$ cat src/rtl/key_frame_pkg.sv
// Shared constants and types for the key-frame UART parser.
// Frame: SYNC, CTRL{id,keys}, AUX{rsvd,rst,ready,skill}, CHK.
package key_frame_pkg;

  localparam logic [7:0] SYNC = 8'hA5;
  localparam logic [7:0] SALT = 8'h5A;

  typedef enum logic [1:0] {
    ID_NONE = 2'b00,
    ID_P1   = 2'b01,
    ID_P2   = 2'b10,
    ID_SYS  = 2'b11
  } id_e;

  typedef enum int {
    K_UP    = 0,
    K_DOWN  = 1,
    K_LEFT  = 2,
    K_RIGHT = 3,
    K_FIRE  = 4,
    K_SKILL = 5
  } key_bit_e;

  typedef enum logic [1:0] {
    S_HUNT,
    S_CTRL,
    S_AUX,
    S_CHK
  } state_e;

  typedef struct packed {
    logic [5:0] keys;
    logic [1:0] skill_sel;
    logic       ready;
  } player_t;

  function automatic logic [7:0] frame_chk(
    input logic [7:0] ctrl,
    input logic [7:0] aux
  );
    return ctrl ^ aux ^ SALT;
  endfunction

endpackage

$ cat src/rtl/kfp_hold_timer.sv
// Retriggerable hold timer: expire pulses CYC cycles after the last load.
// Used only when KEY_FRAME_PARSER_TIMEOUT_EN is defined.
module kfp_hold_timer #(
  parameter int unsigned CYC = 100
) (
  input  logic clk,
  input  logic rstn,
  input  logic load,
  output logic expire
);

  localparam int W = (CYC > 1) ? $clog2(CYC) : 1;

  logic [W-1:0] cnt;
  logic         active;

  // a fresh load always wins over a coincident expiry
  assign expire = active && (cnt == '0) && !load;

  always_ff @(posedge clk or negedge rstn) begin
    if (!rstn) begin
      cnt    <= '0;
      active <= 1'b0;
    end else if (load) begin
      cnt    <= W'(CYC - 1);
      active <= 1'b1;
    end else if (active) begin
      if (cnt == '0) active <= 1'b0;
      else           cnt    <= cnt - W'(1);
    end
  end

endmodule

$ cat src/rtl/key_frame_parser.sv
// 4-byte UART key frame parser for two players plus system frames.
// Key timeout enabled by defining KEY_FRAME_PARSER_TIMEOUT_EN.
module key_frame_parser
  import key_frame_pkg::*;
#(
  parameter int unsigned CLK_HZ         = 100000000,
  parameter int unsigned KEY_TIMEOUT_MS = 200,
  parameter int unsigned GAP_CYC        = 50000
) (
  input  logic       clk,
  input  logic       rstn,
  input  logic [7:0] rx_data,
  input  logic       rx_valid,
  output logic [5:0] p1_keys,
  output logic [1:0] p1_skill_sel,
  output logic       p1_ready,
  output logic [5:0] p2_keys,
  output logic [1:0] p2_skill_sel,
  output logic       p2_ready,
  output logic       game_reset,
  output logic       frame_err
);

  localparam int GW = $clog2(GAP_CYC + 1);

  state_e      state;
  state_e      cur;
  logic [7:0]  ctrl_q;
  logic [7:0]  aux_q;
  logic [GW-1:0] gap_cnt;
  player_t     p1_q;
  player_t     p2_q;
  player_t     upd;
  id_e         id;
  logic        gap_exp;
  logic        frame_ok;
  logic        accept;
  logic        t1_exp;
  logic        t2_exp;

  // an expiring gap is seen as HUNT so a byte in that cycle is not lost
  assign gap_exp = (state != S_HUNT) && (gap_cnt == GW'(GAP_CYC));
  assign cur     = gap_exp ? S_HUNT : state;

  assign id       = id_e'(ctrl_q[7:6]);
  assign frame_ok = (rx_data == frame_chk(ctrl_q, aux_q))
                 && (id != ID_NONE)
                 && (aux_q[7:4] == 4'h0);
  assign accept   = rx_valid && (cur == S_CHK) && frame_ok;

  assign upd = '{keys:      ctrl_q[5:0],
                 skill_sel: aux_q[1:0],
                 ready:     aux_q[2]};

`ifdef KEY_FRAME_PARSER_TIMEOUT_EN
  localparam int unsigned HOLD_CYC = CLK_HZ / 1000 * KEY_TIMEOUT_MS;

  kfp_hold_timer #(.CYC(HOLD_CYC)) u_p1_timer (
    .clk    (clk),
    .rstn   (rstn),
    .load   (accept && (id == ID_P1)),
    .expire (t1_exp)
  );

  kfp_hold_timer #(.CYC(HOLD_CYC)) u_p2_timer (
    .clk    (clk),
    .rstn   (rstn),
    .load   (accept && (id == ID_P2)),
    .expire (t2_exp)
  );
`else
  logic unused_cfg;
  assign unused_cfg = ^{CLK_HZ, KEY_TIMEOUT_MS};
  assign t1_exp = 1'b0;
  assign t2_exp = 1'b0;
`endif

  always_ff @(posedge clk or negedge rstn) begin
    if (!rstn) begin
      state      <= S_HUNT;
      ctrl_q     <= '0;
      aux_q      <= '0;
      gap_cnt    <= '0;
      p1_q       <= '0;
      p2_q       <= '0;
      game_reset <= 1'b0;
      frame_err  <= 1'b0;
    end else begin
      game_reset <= 1'b0;
      frame_err  <= gap_exp;
      if (rx_valid || cur == S_HUNT) gap_cnt <= '0;
      else                           gap_cnt <= gap_cnt + GW'(1);
      if (t1_exp) p1_q.keys <= '0;
      if (t2_exp) p2_q.keys <= '0;
      if (rx_valid) begin
        unique case (cur)
          S_HUNT: state <= (rx_data == SYNC) ? S_CTRL : S_HUNT;
          S_CTRL: begin
            ctrl_q <= rx_data;
            state  <= S_AUX;
          end
          S_AUX: begin
            aux_q <= rx_data;
            state <= S_CHK;
          end
          S_CHK: begin
            state <= S_HUNT;
            if (!frame_ok) frame_err <= 1'b1;
            else begin
              unique case (id)
                ID_P1: p1_q <= upd;
                ID_P2: p2_q <= upd;
                ID_SYS: begin
                  if (aux_q[3]) begin
                    game_reset <= 1'b1;
                    p1_q.keys  <= '0;
                    p1_q.ready <= 1'b0;
                    p2_q.keys  <= '0;
                    p2_q.ready <= 1'b0;
                  end
                end
                ID_NONE: ;
              endcase
            end
          end
        endcase
      end else begin
        state <= cur;
      end
    end
  end

  assign p1_keys      = p1_q.keys;
  assign p1_skill_sel = p1_q.skill_sel;
  assign p1_ready     = p1_q.ready;
  assign p2_keys      = p2_q.keys;
  assign p2_skill_sel = p2_q.skill_sel;
  assign p2_ready     = p2_q.ready;

endmodule

$ cat config.mk
export PLATFORM = sky130hd
export DESIGN_NAME = key_frame_parser
export DESIGN_NICKNAME = d
export VERILOG_FILES = /design/src/rtl/key_frame_pkg.sv /design/src/rtl/kfp_hold_timer.sv /design/src/rtl/key_frame_parser.sv
export SDC_FILE = /design/constraint.sdc
export NUM_CORES = 1
export LEC_CHECK = 0
export ABC_CLOCK_PERIOD_IN_PS = 3300
export BUFFER_PORTS_ARGS = -buffer_cell sky130_fd_sc_hd__buf_2
export CELL_PAD_IN_SITES_DETAIL_PLACEMENT = 0
export CELL_PAD_IN_SITES_GLOBAL_PLACEMENT = 2
export CORE_ASPECT_RATIO = 0.6
export CORE_UTILIZATION = 39
export DETAILED_ROUTE_END_ITERATION = 16
export PLACE_DENSITY_LB_ADDON = 0.1
export SKIP_LAST_GASP = 1
export SYNTH_ARGS = -nofsm -noshare
export SYNTH_HDL_FRONTEND = slang
export SYNTH_SLANG_ARGS = --single-unit
$ cat constraint.sdc
create_clock -name clk -period 3.3 [get_ports clk]
set_clock_uncertainty 0.2 [all_clocks]
set_input_delay 0.33 -clock clk [delete_from_list [all_inputs] [get_ports clk]]
set_output_delay 0.33 -clock clk [all_outputs]
set_load 0.01 [all_outputs]
* Word-level counts from Yosys, hierarchy flattened
Cells that the tools add are included.
Word-level totals: output and inout port bits 20, flip-flop bits (word level) 54, memories kept 0, memory bits (writable) 0, bits in read-only memories 0, bits in latches 0
Cells by class: reduce and logical (&&, ||, !) cells 16, magnitude comparators 0, div/mod/pow operators 0, mux-type cells 19, equality and inequality tests 10, $add $sub $neg 1, shift operators 0, multipliers 0, bitwise gates (word level) 2
Operators with widths (count):
- 6-bit case mux with 2 select lines | 2
- 16-bit by 1-bit adder with 16-bit output (second input constant) | 1
- 16-bit equality test (second input constant) | 1
- 16-bit two-way mux | 1
- 1-bit two-way mux | 10
- 5-bit AND reduction | 2
- 2-bit equality test (second input constant) | 4
- 8-bit equality test | 1
- 8-bit equality test (second input constant) | 1
- 2-bit case mux with 4 select lines | 1
- 4-bit AND reduction | 2
- 2-bit nonzero test | 4
- 8-bit bitwise XOR | 1
- 6-bit two-way mux | 1
- 2-bit by 1-bit equality test with 1-bit output (second input constant) | 2
- 4-bit logical NOT | 1
- 2-bit two-way mux | 2
- 4-bit inverter | 1
- 1-bit case mux with 2 select lines | 2
- 2-bit AND reduction | 2
- 1-bit logical AND | 3
- 2-bit logical NOT | 1
- 2-bit != test (second input constant) | 1
- 1-bit logical OR | 1

* Logic depth before layout (Yosys ltp)
depth in word-level cells 8, depth in mapped cells 12, depth with buffers taken out 12

* Least setup slack after synthesis
No wires, ideal clock.
path type register to register, start reg gap_cnt[0], end reg p1_q, in the netlist p1_skill_sel[0], required time 2.975 ns, buffers on the path 0, arrival 2.435 ns, setup slack 0.540 ns, clock period less this slack 2.760 ns, cell stages (with the launch flop) 11, cells stage by stage dfrtp_1 inv_1 ha_1 and3_1 nand4_1 and2_1 ha_1 nand2_1 or4_1 nor2_2 mux2_2
On the way: cells in the longest elaborated chain, start to end 5
Ends and longest elaborated chain:
- start: declaration | RTL line key_frame_parser.sv:30 | logic [GW-1:0] gap_cnt;
- start signal: assignment | RTL line key_frame_parser.sv:92 | else gap_cnt <= gap_cnt + GW'(1);
- 16-bit equality test | RTL line key_frame_parser.sv:42 | assign gap_exp = (state != S_HUNT) && (gap_cnt == GW'(GAP_CYC));
- 1-bit logical AND | RTL line key_frame_parser.sv:42
- 2-bit two-way mux | RTL line key_frame_parser.sv:43 | assign cur = gap_exp ? S_HUNT : state;
- 2-bit equality test | RTL line key_frame_parser.sv:96 | unique case (cur)
- 4-bit AND reduction (no source line)
- end signal: assignment | RTL line key_frame_parser.sv:111 | ID_P1: p1_q <= upd;
- end: declaration | RTL line key_frame_parser.sv:31 | player_t p1_q;
No other way between the ends. A chain may end at the register's enable or synchronous reset.

* Worst setup path in the final report
start reg gap_cnt[0], end reg p1_q, in the netlist p1_skill_sel[1]
Same word-level chain as after synthesis.

==> impl_metrics.toml <==
[critical_path]
cp_data_arrival_time_ns = 3.00
reg2reg_depth = 10
setup.worst_path.end = "p1_skill_sel[1]$_DFFE_PN0P_"
timing.critical_path.to_type = "register"
crit_chain = "inv_1, ha_1, and3_1, nand4_1, and2_1, ha_1, nand2_1, or4_1, nor2_2, mux2_2"
cp_common_cell = "ha_1"
crit_start = "gap_cnt[0]$_DFF_PN0_"
setup.worst_path.class = "reg -> reg"
worst_path_largest_cell_delay_ns = 0.51
critical-path-top-delay-family = "simple AND/OR/NAND/NOR gates"
crit_cells = 10
worst_setup_path_start_kind = "register"
slowest_stage = "or4_1"
crit_required_ns = 3.27
timing.rr.end = "p1_skill_sel[1]$_DFFE_PN0P_"
crit_fanout = 5
critical_path_buf_inv_count = 1
crit-reg2reg-launch = "gap_cnt[0]$_DFF_PN0_"
worst-r2r-setup-slack_ns = 0.27

[sta]
final_layout_setup_total_negative_slack_ns = 0
highest_attainable_clock_frequency_mhz = 330
timing.slew.headroom_pct = 52.4
hold_viol = 0
finalCritPeriodShare_pct = 91.8
tightestPinTransition_ns = 0.714
rsz0062_at_grt = "false"
finalCriticalPeriod_ns = 3.03
final_max_slew_viol_count = 0
setup_viol_count_final = 0

[power]
max-vdd-ir-drop_mv = 0.293
leakage_nw = 1.54
pwr_density_cell_nw_per_um2 = 641

[placed_design]
dpl.hpwl_mm = 4.04
numPlacedInstances = 333
io_buffer_count = 30
routabilityCongestion = 0.725

[clock_tree]
worstSkewPairLatency_ns = 0.28
post-cts-setup-buffers = 0
cts_made_buffers = 5
tritoncts = "built"
clock-root-buffer = "clkbuf_16"
clkSlewWorstSetupHoldPaths_ns = 0.06
max-clock-path-buffers = 2
htreeDepth = 2
cts.sinks = 54

[global_routing]
maximum_number_of_pins_on_one_net_before_global_route_repair = 33
grt_antenna_before_repair = 0
grt_remaining_overflow = 0
global_route.usage.total_pct = 17.3
global_route_wire_length_before_repair_mm = 9.07
first_global_vias = 1655

[layout]
finish.net_count = 274
post_route_cells_drive_above_1_share_pct = 30.0
antenna_diode_count = 0
stdcell_count = 341
area_delta_synth_final_pct = 15.0
fillerInstances = 581

[floorplan]
floorplan.initialDensity_pct = 42.1
die-height_microns = 66.2
rows = 22
io_pins = 31
core_area_sq_um = 6360
die_width_microns = 109
die_area_sq_um = 7220

[logic_synthesis]
ys.flop_type = "dfrtp_1"
cell_type_with_the_highest_aggregate_area_in_the_netlist = "dfrtp_1"
yosysSeqAreaShare_pct = 50.4
syn-cell-area_sq_um = 2680
synth_commonest_cells = "dfrtp_1, nor2_1, mux2_2, nor2b_1, xnor2_1"
post_synth_inst_count = 219
synth_top_area_share_pct = 50.4
synth.yosys.warnings = 0
syn_area_per_cell_sq_um = 12.2
ys_async_sr_fraction_pct = 100
number_of_enable_type_register_cells_in_the_synthesized_netlist = 0
yosys.cell_count.top_type = "dfrtp_1"
synthesis_stage_register_bit_count = 54
cells_taking_the_most_area_after_synthesis = "dfrtp_1, mux2_2, nor2b_1"
synth.net_count = 236
synth_cell_types = 43

[status]
status = "completed"

[detailed_routing]
vias = 1709
wl_per_cell_microns = 15.9
via_per_inst = 5.01
drt_first_pass_iters = 4
drt-total-wl_mm = 5.43
drt_first_iter_violations = 83
drc_errors = 0
ant_nets = 0

[hold_path]
hold_path_class = "in -> reg"

[run]
drv.max_cap_violation_count = 0
==> cell families (layout without fill, tap and decap cells) <==
logic type | Yosys count | count (layout) | synth area share (%)
multiplexers | 21 | 21 | 9.06
XOR/XNOR | 21 | 21 | 9.71
AND/OR/NAND/NOR | 80 | 80 | 17.7
buffers and inverters | 12 | 50 | 1.96
flip-flops | 54 | 54 | 50.4
adder cells (fa/ha/maj) | 6 | 6 | 2.80
AO/OA/AOI/OAI | 25 | 25 | 8.31
==> sequential cells by signal (all words and copies together), names as in the netlist <==
register      flops
p2_keys           6
p1_skill_sel      2
p1_keys           6
gap_cnt          16
frame_err         1
game_reset        1
p1_ready          1
state             2
p2_ready          1
aux_q             8
p2_skill_sel      2
ctrl_q            8
==> area by class of cell <==
class | count | area (sq um) | area share (%)
flip-flops and latches | 54 | 1350 | 43.8
multi-input cells | 153 | 1280 | 41.4
repair buffers | 34 | 183 | 5.93
clock buffers | 7 | 133 | 4.30
well taps | 84 | 105 | 3.41
inverters | 9 | 33.8 | 1.10
==> per-layer routing <==
| metal | vias to the layer above | GRT usage [%] | share of wire [%] |
|---|---|---|---|
| met2 | 31 | 19.7 | 35 |
| li1 | 848 | - | - |
| met5 | - | 0 | 0 |
| met4 | 0 | 5.07 | 0.77 |
| met3 | 4 | 3.35 | 2.9 |
| met1 | 826 | 30.1 | 61 |
==> power breakdown <==
part	leakage [nW]	switching (mW)	internal, mW
clock	0.0640	0.219	0.278
sequential	0.714	0.136	0.784
combinational	0.761	0.262	0.297
total	1.54	0.617	1.36
==> what timing repair did <==
item,4_1_cts,5_1_grt
hold buffers,1,0
resized for setup,0,0
endpoints found under the setup margin,0,0
hold endpoints to repair,31,0
==> worst min-delay path by stage <==
| stage | slack, ns | endpoint | startpoint | depth (start not counted) |
|---|---|---|---|---|
| 2_1_floorplan | -0.17 | aux_q[0]$_DFFE_PN0P_ | rstn | 0 |
| 3_3_place_gp | 0.24 | gap_cnt[4]$_DFF_PN0_ | rstn | 1 |
| 3_5_place_dp | 0.23 | gap_cnt[4]$_DFF_PN0_ | rstn | 1 |
| 4_1_cts | 0.12 | aux_q[6]$_DFFE_PN0P_ | rx_data[6] | 2 |
| 5_1_grt | 0.13 | aux_q[3]$_DFFE_PN0P_ | rx_data[3] | 2 |
| 6_report | 0.13 | aux_q[6]$_DFFE_PN0P_ | rx_data[6] | 2 |
==> metrics by stage <==
stage / cell area [sq um] / power, mW / utilization [%] / hold WS (ns) / setup slack [ns]
after floorplan: 2680 / 1.34 / - / -0.166 / 0.540
after global placement: 2940 / 1.49 / 46.2 / 0.239 / 0.428
after detailed placement: 2940 / 1.49 / 46.2 / 0.229 / 0.311
after CTS: 3080 / 2.00 / 48.5 / 0.123 / 0.291
after global routing: 3080 / 2.11 / 48.5 / 0.134 / 0.121
final: 3080 / 1.98 / 48.5 / 0.131 / 0.270
==> placed cells by master, fill, tap and decap left out, types with 5 or more instances in the layout <==
master / n
dfrtp_1: 54
buf_2: 30
nor2_1: 20
mux2_2: 18
nor2b_1: 16
xnor2_1: 10
inv_1: 9
nand2_1: 8
a21o_1: 8
nand4_1: 7
xor2_1: 6
a21o_2: 6
ha_1: 6
nand3_1: 5
clkbuf_16: 5
(Power assumes the default switching activity.)
